`src/rtl/softmax_norm_seq.sv`:
```
// softmax_norm_seq: buffers one row of N non-negative exp() values, builds
// their saturating sum, then normalises each element through an external
// trial-division divider (hold-until-valid start protocol) and streams the
// quotients downstream with a valid/ready handshake.
// Optional feature: define SOFTMAX_NORM_DIV_TIMEOUT_EN to add a divider
// watchdog of DIV_TIMEOUT cycles in S_WAIT and the sticky O_ERR output.
module softmax_norm_seq #(
  parameter int unsigned D_W         = 16,
  parameter int unsigned N           = 8,
  parameter int unsigned IDX_W       = $clog2(N),
  parameter int unsigned DIV_TIMEOUT = 64
) (
  input  logic             I_CLK,
  input  logic             I_RST,
  input  logic             I_VLD,
  input  logic [D_W-1:0]   I_DATA,
  output logic             O_RDY,
  output logic             O_DIV_START,
  output logic [D_W-1:0]   O_DIVIDEND,
  output logic [D_W-1:0]   O_DIVISOR,
  input  logic [D_W-1:0]   I_QUOTIENT,
  input  logic             I_DIV_VLD,
  output logic             O_VLD,
  output logic [D_W-1:0]   O_DATA,
  output logic [IDX_W-1:0] O_IDX,
  output logic             O_LAST,
  input  logic             I_RDY
`ifdef SOFTMAX_NORM_DIV_TIMEOUT_EN
  ,
  output logic             O_ERR
`endif
);

  localparam logic [1:0] S_LOAD  = 2'd0;
  localparam logic [1:0] S_ISSUE = 2'd1;
  localparam logic [1:0] S_WAIT  = 2'd2;
  localparam logic [1:0] S_OUT   = 2'd3;

  localparam logic [D_W-1:0]   SUM_MAX  = {1'b0, {(D_W-1){1'b1}}};
  localparam logic [IDX_W-1:0] IDX_LAST = IDX_W'(N - 1);

  logic [1:0]       state_q, state_d;
  logic [IDX_W-1:0] cnt_q, cnt_d;
  logic [D_W-1:0]   sum_q, sum_d;
  logic [D_W-1:0]   elem_buf [N];
  logic             buf_we;

  logic [D_W-1:0]   in_val;
  logic [D_W:0]     sum_ext;
  logic [D_W-1:0]   sum_sat;

  logic             rdy_d, start_d, vld_d, last_d;
  logic [D_W-1:0]   dividend_d, divisor_d, data_d;
  logic [IDX_W-1:0] idx_d;

  // The input MSB is forced to zero; keep it visibly consumed.
  logic unused_data_msb;
  assign unused_data_msb = I_DATA[D_W-1];

`ifdef SOFTMAX_NORM_DIV_TIMEOUT_EN
  localparam int unsigned       TMO_W    = $clog2(DIV_TIMEOUT + 1);
  localparam logic [TMO_W-1:0]  TMO_LAST = TMO_W'(DIV_TIMEOUT - 1);
  logic [TMO_W-1:0] tmo_q, tmo_d;
  logic             err_d;
`else
  logic unused_cfg;
  assign unused_cfg = (DIV_TIMEOUT == 0);
`endif

  // Masked input value and saturating running sum (one extra bit of headroom).
  always_comb begin
    in_val  = {1'b0, I_DATA[D_W-2:0]};
    sum_ext = {1'b0, sum_q} + {1'b0, in_val};
    sum_sat = (sum_ext > {1'b0, SUM_MAX}) ? SUM_MAX : sum_ext[D_W-1:0];
  end

  // Next-state and next-output logic; every registered output holds by default.
  always_comb begin
    state_d    = state_q;
    cnt_d      = cnt_q;
    sum_d      = sum_q;
    buf_we     = 1'b0;
    rdy_d      = O_RDY;
    start_d    = O_DIV_START;
    dividend_d = O_DIVIDEND;
    divisor_d  = O_DIVISOR;
    vld_d      = O_VLD;
    data_d     = O_DATA;
    idx_d      = O_IDX;
    last_d     = O_LAST;
`ifdef SOFTMAX_NORM_DIV_TIMEOUT_EN
    tmo_d      = tmo_q;
    err_d      = O_ERR;
`endif
    case (state_q)
      S_LOAD: begin
        if (I_VLD) begin
          buf_we = 1'b1;
          sum_d  = sum_sat;
          if (cnt_q == IDX_LAST) begin
            cnt_d = '0;
            rdy_d = 1'b0;
            if (sum_sat == '0) begin
              // Zero row: skip the divider, every quotient is zero.
              state_d = S_OUT;
              vld_d   = 1'b1;
              data_d  = '0;
              idx_d   = '0;
              last_d  = 1'b0;
            end else begin
              state_d = S_ISSUE;
            end
          end else begin
            cnt_d = cnt_q + IDX_W'(1);
          end
        end
      end
      S_ISSUE: begin
        dividend_d = elem_buf[cnt_q];
        divisor_d  = sum_q;
        start_d    = 1'b1;
        state_d    = S_WAIT;
`ifdef SOFTMAX_NORM_DIV_TIMEOUT_EN
        tmo_d      = '0;
`endif
      end
      S_WAIT: begin
        if (I_DIV_VLD) begin
          data_d  = I_QUOTIENT;
          start_d = 1'b0;
          state_d = S_OUT;
          vld_d   = 1'b1;
          idx_d   = cnt_q;
          last_d  = (cnt_q == IDX_LAST);
        end
`ifdef SOFTMAX_NORM_DIV_TIMEOUT_EN
        else if (tmo_q == TMO_LAST) begin
          data_d  = '0;
          start_d = 1'b0;
          err_d   = 1'b1;
          state_d = S_OUT;
          vld_d   = 1'b1;
          idx_d   = cnt_q;
          last_d  = (cnt_q == IDX_LAST);
        end else begin
          tmo_d = tmo_q + TMO_W'(1);
        end
`endif
      end
      S_OUT: begin
        if (I_RDY) begin
          if (cnt_q == IDX_LAST) begin
            sum_d   = '0;
            cnt_d   = '0;
            state_d = S_LOAD;
            vld_d   = 1'b0;
            last_d  = 1'b0;
            rdy_d   = 1'b1;
          end else begin
            cnt_d = cnt_q + IDX_W'(1);
            if (sum_q == '0) begin
              vld_d  = 1'b1;
              data_d = '0;
              idx_d  = cnt_q + IDX_W'(1);
              last_d = ((cnt_q + IDX_W'(1)) == IDX_LAST);
            end else begin
              vld_d   = 1'b0;
              state_d = S_ISSUE;
            end
          end
        end
      end
      default: state_d = S_LOAD;
    endcase
  end

  // State, counters and registered outputs with synchronous reset.
  always_ff @(posedge I_CLK) begin
    if (I_RST) begin
      state_q     <= S_LOAD;
      cnt_q       <= '0;
      sum_q       <= '0;
      O_RDY       <= 1'b1;
      O_DIV_START <= 1'b0;
      O_DIVIDEND  <= '0;
      O_DIVISOR   <= '0;
      O_VLD       <= 1'b0;
      O_DATA      <= '0;
      O_IDX       <= '0;
      O_LAST      <= 1'b0;
`ifdef SOFTMAX_NORM_DIV_TIMEOUT_EN
      tmo_q       <= '0;
      O_ERR       <= 1'b0;
`endif
    end else begin
      state_q     <= state_d;
      cnt_q       <= cnt_d;
      sum_q       <= sum_d;
      O_RDY       <= rdy_d;
      O_DIV_START <= start_d;
      O_DIVIDEND  <= dividend_d;
      O_DIVISOR   <= divisor_d;
      O_VLD       <= vld_d;
      O_DATA      <= data_d;
      O_IDX       <= idx_d;
      O_LAST      <= last_d;
`ifdef SOFTMAX_NORM_DIV_TIMEOUT_EN
      tmo_q       <= tmo_d;
      O_ERR       <= err_d;
`endif
    end
  end

  // Row buffer; contents are don't-care after reset.
  always_ff @(posedge I_CLK) begin
    if (buf_we) elem_buf[cnt_q] <= in_val;
  end

endmodule

```
`config.mk`:
```
export PLATFORM = sky130hd
export DESIGN_NAME = softmax_norm_seq
export DESIGN_NICKNAME = d
export VERILOG_FILES = /design/src/rtl/softmax_norm_seq.sv
export SDC_FILE = /design/constraint.sdc
export NUM_CORES = 1
export LEC_CHECK = 0
export ABC_AREA = 1
export BUFFER_PORTS_ARGS = -buffer_cell sky130_fd_sc_hd__buf_2
export CORE_MARGIN = 1.5
export CORE_UTILIZATION = 25
export DETAILED_ROUTE_END_ITERATION = 10
export REMOVE_ABC_BUFFERS = 1
export SLEW_MARGIN = 0
export SYNTH_ARGS = -nofsm -noshare
export SYNTH_HDL_FRONTEND = slang
export SYNTH_SLANG_ARGS = --single-unit
```
`constraint.sdc`:
```
create_clock -name I_CLK -period 3 [get_ports I_CLK]
set_clock_uncertainty 0.05 [all_clocks]
set_input_delay 0.15 -clock I_CLK [delete_from_list [all_inputs] [get_ports I_CLK]]
set_output_delay 0.15 -clock I_CLK [all_outputs]
set_load 0.005 [all_outputs]
```
---- Word-level counts from Yosys, hierarchy flattened ----
Memories as Yosys holds them, arrays and structs flattened. A register that Yosys moved wholly into a read port is not among the register bits.
Index checks and enable logic that the tools add are counted.
W data, S select, Z words.
storage, ports and cells
  register bits after elaboration ......... 76
  input bits .............................. 37
  memories kept ........................... 1
  logic and storage cells ................. 104
  RAM bits ................................ 120
operators by class
  reduce and logical (&&, ||, !) cells .... 14
  eq/ne operators ......................... 15
  mux-type cells .......................... 60
  magnitude comparators ................... 1
  add/sub/neg operators ................... 2
memory list
  memory    depth  bits a word  rd ports  clocked after memory_dff  write ports  RTL line  text
  elem_buf  8      15           1         1                         1            45        logic [D_W-1:0] elem_buf [N];
operators with widths
  cell                    number
  $mux W16                11
  $pmux W16 S3            1
  $logic_not A16 Y1       2
  $pmux W16 S2            1
  $mux W3                 10
  $mux W1                 23
  $add A16 B15 Y17        1
  $gt A17 B15 Y1 const B  1
  $ne A2 B2 Y1 const B    8
  $mux W2                 7
  $reduce_and A5 Y1       2
  $pmux W3 S3             1
  $pmux W2 S4             1
  $reduce_and A8 Y1       1
  $reduce_and A7 Y1       1
  $eq A3 B3 Y1 const B    2
  $ne A3 B3 Y1 const B    2
  $pmux W1 S3             2
  $pmux W3 S2             1
  $reduce_and A6 Y1       1
  $eq A2 B2 Y1 const B    2
  $pmux W1 S2             2
  $reduce_and A4 Y1       1
  $reduce_bool A2 Y1      2
  6 further kinds         6

---- Longest topological paths before layout ----
  word-level depth ........................ 8
  depth in mapped cells ................... 20

---- Worst setup path after synthesis ----
Ideal clock, no wire load.
  path type ............................... register -> register
  from .................................... reg sum_q[0]
  to ...................................... reg O_DATA[10]
  setup time .............................. 0.110 ns
  period minus slack after synthesis ...... 2.511 ns
  slack ................................... 0.489 ns
  path buffers ............................ 1
  arrival time ............................ 2.351 ns
  stages on the path, launching flop included .. 19
  cells stage by stage .................... dfxtp_1 > ha_1 > inv_1 > fa_1 > o21ai_2 > nand2_1 > nand2_1 > nand2_1 > nand2_1 > nand2_1 > nand2_1 > nand4_1 > nor2_2 > nand2_1 > nand2_4 > buf_2 > nand4_1 > nand2_1 > nor2_1
on the way
  longest elaborated chain between the ends .. 6
ends and longest elaborated chain
  item                             RTL line  text
  start: declaration               44        logic [D_W-1:0] sum_q, sum_d;
  start signal: assignment         198       sum_q <= sum_d;
  $add A16 B15 Y17                 73        sum_ext = {1'b0, sum_q} + {1'b0, in_val};
  $gt A17 B15 Y1                   74        sum_sat = (sum_ext > {1'b0, SUM_MAX}) ? SUM_MAX : sum_ext[D_W-1:0];
  $mux W16                         74
  $logic_not A16 Y1                103       if (sum_sat == '0) begin
  $ne A2 B2 Y1 (no line)           -
  $reduce_and A8 Y1 (no line) (*)  -
  end signal: assignment           204       O_DATA <= data_d;
  end: declaration                 24        output logic [D_W-1:0] O_DATA,
Every way passes the cells marked *; elsewhere a longest branch is shown, timed or not.
A chain may end at the register's enable or synchronous reset.

---- Final worst setup path ----
  from .................................... in I_DATA[10]
  to ...................................... reg O_LAST
on the way
  longest elaborated chain between the ends .. 6
ends and longest elaborated chain
  item                             RTL line  text
  start: declaration               16        input logic [D_W-1:0] I_DATA,
  $add A16 B15 Y17 (*)             73
  $gt A17 B15 Y1                   74
  $mux W16 (*)                     74
  $logic_not A16 Y1 (*)            103
  $ne A2 B2 Y1 (no line) (*)       -
  $reduce_and A7 Y1 (no line) (*)  -
  end signal: assignment           206       O_LAST <= last_d;
  end: declaration                 26        output logic O_LAST,
Marks and branches as above.

==> flow_metrics.py <==
metrics = {
    "placement": {
        "dpl.hpwl_um": 15600,
        "detailedPlace.worstSlack_ns": 0.0417,
        "placed_cells": 1526,
        "gp_congestion": 0.836,
        "dpl_cell_area_um2": 9970,
        "buffer_ports.inserted": 89,
    },
    "critical_path": {
        "critical_path.endpoint_type": "flip-flop",
        "cp_data_arrival_time_ns": 3.09,
        "ff2ff_path_depth": 17,
        "req_time_crit_path_ns": 3.33,
        "critical_path_cell_count": 21,
        "worstPathBufferInverterCount": 4,
        "critical-path-top-cell-by-count": "sky130_fd_sc_hd__nand2_1",
        "cp-start-kind": "primary input",
        "worst_path_dominant_cell_family": "simple AND/OR/NAND/NOR gates",
        "cp_slowest_cell": "sky130_fd_sc_hd__dlygate4sd3_1",
        "critical_path_peak_fanout": 18,
        "cp_slowest_stage_delay_ns": 0.54,
        "critical_path.cell_chain": "dlygate4sd3_1 > clkbuf_4 > ha_4 > nand2_1 > inv_1 > nand2_1 > nand2_1 > a21oi_2 > nand3_2 > nand2_4 > nand3_1 > nor2_1 > nand2_1 > nor2_2 > nand2_1 > nand2_4 > buf_8 > nand3_1 > nand2_1 > nand2_1 > nor2_1",
        "worstSetupPathType": "in -> reg",
    },
    "synth": {
        "mappedNetlistArea_um2": 8860,
        "synth_mux_area_frac": 0,
        "synth_cell_types": 43,
        "synthesized_area_fraction_occupied_by_and_or_nand_nor_cells": 0.234,
        "synth_top_cell_by_area": "sky130_fd_sc_hd__edfxtp_1",
        "synth_compound_gate_area_share": 0.0868,
        "synth_enable_flop_cells": 120,
        "synthAdderAreaFrac": 0.0361,
        "synth_top_area_share": 0.407,
        "yosys-top-cells-count": "sky130_fd_sc_hd__nor2_1, sky130_fd_sc_hd__nand2_1, sky130_fd_sc_hd__edfxtp_1",
        "average_cell_area_after_synthesis_um2": 8.96,
        "synth_ff_type": "sky130_fd_sc_hd__edfxtp_1",
        "synth_top_cells_by_area": "sky130_fd_sc_hd__edfxtp_1, sky130_fd_sc_hd__dfxtp_1, sky130_fd_sc_hd__nor2_1",
        "synth_sequential_area_ratio": 0.576,
        "yosys.area_share.xor_xnor": 0.00692,
        "post_synth_inst_count": 989,
        "synth-seq-cells": 195,
        "yosys_warnings": 0,
        "asyncSetResetFlopFracSynth": 0,
        "synth_most_common_cell": "sky130_fd_sc_hd__nor2_1",
        "dominant_combinational_cell_family_by_area_after_synthesis": "simple AND/OR/NAND/NOR gates",
    },
    "cells_and_area": {
        "fillerInstances": 3618,
        "final_cell_area_um2": 10900,
        "area_delta_synth_final_pct": 23.3,
        "layout.nets": 1175,
        "layout-drive-gt1-share": 0.184,
        "n_antenna_cell": 0,
        "layoutNonFillerInstCount": 1581,
    },
    "clock_tree": {
        "clkTransAtPathRegs_ns": 0.09,
        "htree_num_levels": 4,
        "cts.root.buffer_cell": "sky130_fd_sc_hd__clkbuf_16",
        "cts_max_path_buffers": 2,
        "tritoncts": "done",
        "inserted_clock_buffers": 17,
        "clock_latency_ns": 0.45,
        "cts.sinks": 195,
    },
    "outcome": {
        "violations": "hold timing",
        "outcome": "finished, violations left",
    },
    "power": {
        "pwr-share-comb": 0.304,
        "switching_share": 0.359,
        "seqPwrFrac": 0.415,
        "netSwitchingPower_mw": 2.96,
        "power_per_cell_area_nw_per_um2": 755,
        "internal-power_mw": 5.29,
        "total_leakage_power_nw": 4.51,
        "ir_drop_mv": 0.426,
        "power_mw": 8.25,
        "power.share.clock": 0.282,
    },
    "timing": {
        "min_period_ns": 2.76,
        "drv_slew": 0,
        "fmax_ghz": 0.363,
        "setup_viol": 0,
        "maxSlewHeadroom": 0.464,
        "hold_viol": 1,
        "actual_slew_at_the_worst_max_slew_pin_ns": 0.800,
        "finalHoldWorstSlack_ns": -0.000452,
        "worst_slack_ns": 0.242,
        "final_min_period_over_clock_period": 0.919,
        "timing.setup.tns_ns": 0,
        "grt_setup_unrepaired": "no",
    },
    "die": {
        "rows": 68,
        "placeableCoreArea_um2": 34700,
        "floorplan.die.height_um": 191,
        "initial_cell_density_of_the_core": 0.255,
        "die_area_um2": 36600,
        "dieWidth_um": 191,
        "design.portCount": 92,
    },
    "drt": {
        "routed_wire_length_um": 23500,
        "avgViaCountPerCell": 4.46,
        "routedWlPerCell_um": 14.9,
        "first_iter_violations": 522,
        "drc": 0,
        "drt.antenna.violating_nets": 0,
        "drt_pre_antenna_iters": 5,
        "routed-via-count": 7046,
    },
    "grt": {
        "largest_net_degree_at_the_start_of_global_routing": 64,
        "grt-ovfl-total": 0,
        "globalRouteTotalUtil": 0.128,
        "grt_first_pass_wirelength_um": 35800,
        "antenna_violations_before_repair": 0,
        "vias_in_the_first_global_route": 6435,
    },
    "hold_path": {
        "min_path_type": "in -> reg",
        "worstHoldPathCells": 1,
    },
    "run": {
        "maxCapViolCount": 0,
    },
}
-- cells in the final DEF (no fill, tap or decap), drive strengths merged --
| cell type | synthesis | layout |
|---|---|---|
| a211oi | 2 | 2 |
| a21oi | 39 | 39 |
| a22oi | 1 | 1 |
| a2bb2oi | 3 | 3 |
| a311oi | 1 | 1 |
| a31oi | 15 | 15 |
| and2 | 3 | 3 |
| and3 | 1 | 1 |
| buf | 7 | 120 |
| clkbuf | 34 | 20 |
| clkinv | 1 | 6 |
| conb | 1 | 1 |
| dfxtp | 75 | 75 |
| dlygate4sd3 | 0 | 23 |
| edfxtp | 120 | 120 |
| fa | 1 | 1 |
| ha | 24 | 24 |
| inv | 93 | 103 |
| nand2 | 180 | 180 |
| nand3 | 21 | 21 |
| nand3b | 4 | 4 |
| nand4 | 18 | 18 |
| nor2 | 208 | 208 |
| nor3 | 45 | 45 |
| nor4 | 4 | 4 |
| o21ai | 78 | 78 |
| o22ai | 1 | 1 |
| o31ai | 1 | 1 |
| or2 | 1 | 1 |
| xnor2 | 5 | 5 |
| xor2 | 2 | 2 |
-- cells by family after synthesis --
kind of cell	after synthesis
XOR/XNOR	7
adder cells (fa/ha/maj)	25
flip-flops	195
AND/OR/NAND/NOR	485
AO/OA/AOI/OAI	141
buffers and inverters	135
other	1
-- power by group through the flow --
stage	Combinational (mW)	Clock (mW)	Sequential [mW]
6_report	2.51	2.32	3.42
5_1_grt	2.82	2.47	3.46
4_1_cts	2.44	2.37	3.41
3_5_place_dp	2.40	0	3.47
3_3_place_gp	2.37	0	3.46
2_1_floorplan	1.50	0	3.48
-- layout make-up --
class,instances,area [um2],share of cell area
Inverter,94,353,0.0323
Sequential cell,195,5110,0.467
Timing Repair Buffer,146,958,0.0877
Clock inverter,15,176,0.0161
Clock buffer,17,425,0.0389
Multi-Input combinational cell,659,3340,0.305
Tap cell,455,569,0.0521
-- stage by stage --
step | utilization | hold WS (ns)
floorplan | - | 0.169
global placement | 0.287 | 0.400
detailed placement | 0.287 | 0.397
CTS | 0.311 | 0.00289
global route | 0.315 | 0.000986
finish | 0.315 | -0.000452
-- metal layers --
metal | share of wire | global-route usage | vias to the layer above
li1 | - | - | 3546
met1 | 0.47 | 0.172 | 3369
met2 | 0.49 | 0.214 | 120
met3 | 0.037 | 0.0235 | 11
met4 | 0.0076 | 0.0288 | 0
met5 | 0 | 0 | -
-- repair_timing --
action	4_1_cts	5_1_grt
buffers inserted	0	0
hold buffers	23	0
hold endpoints to repair	61	0
setup endpoints to repair	0	21
resized for setup	0	24
-- state kept, by name, indices dropped and copies added, names as in the netlist --
register and count:
O_IDX 3, O_VLD 1, O_RDY 1, cnt_q 3
O_DIVIDEND 15, O_DATA 16, elem_buf 120, state_q 2
O_LAST 1, O_DIVISOR 16, O_DIV_START 1, sum_q 16
-- final timing paths --
check / from / end / slack, ns
max reg2reg: sum_q[11] / O_LAST / 0.27
min: I_DATA[7] / elem_buf[5][7] / -0.0005
max: I_DATA[10] / O_LAST / 0.24
min reg2reg: O_VLD / O_VLD / 0.42
Power figures use the tool's default switching activity.
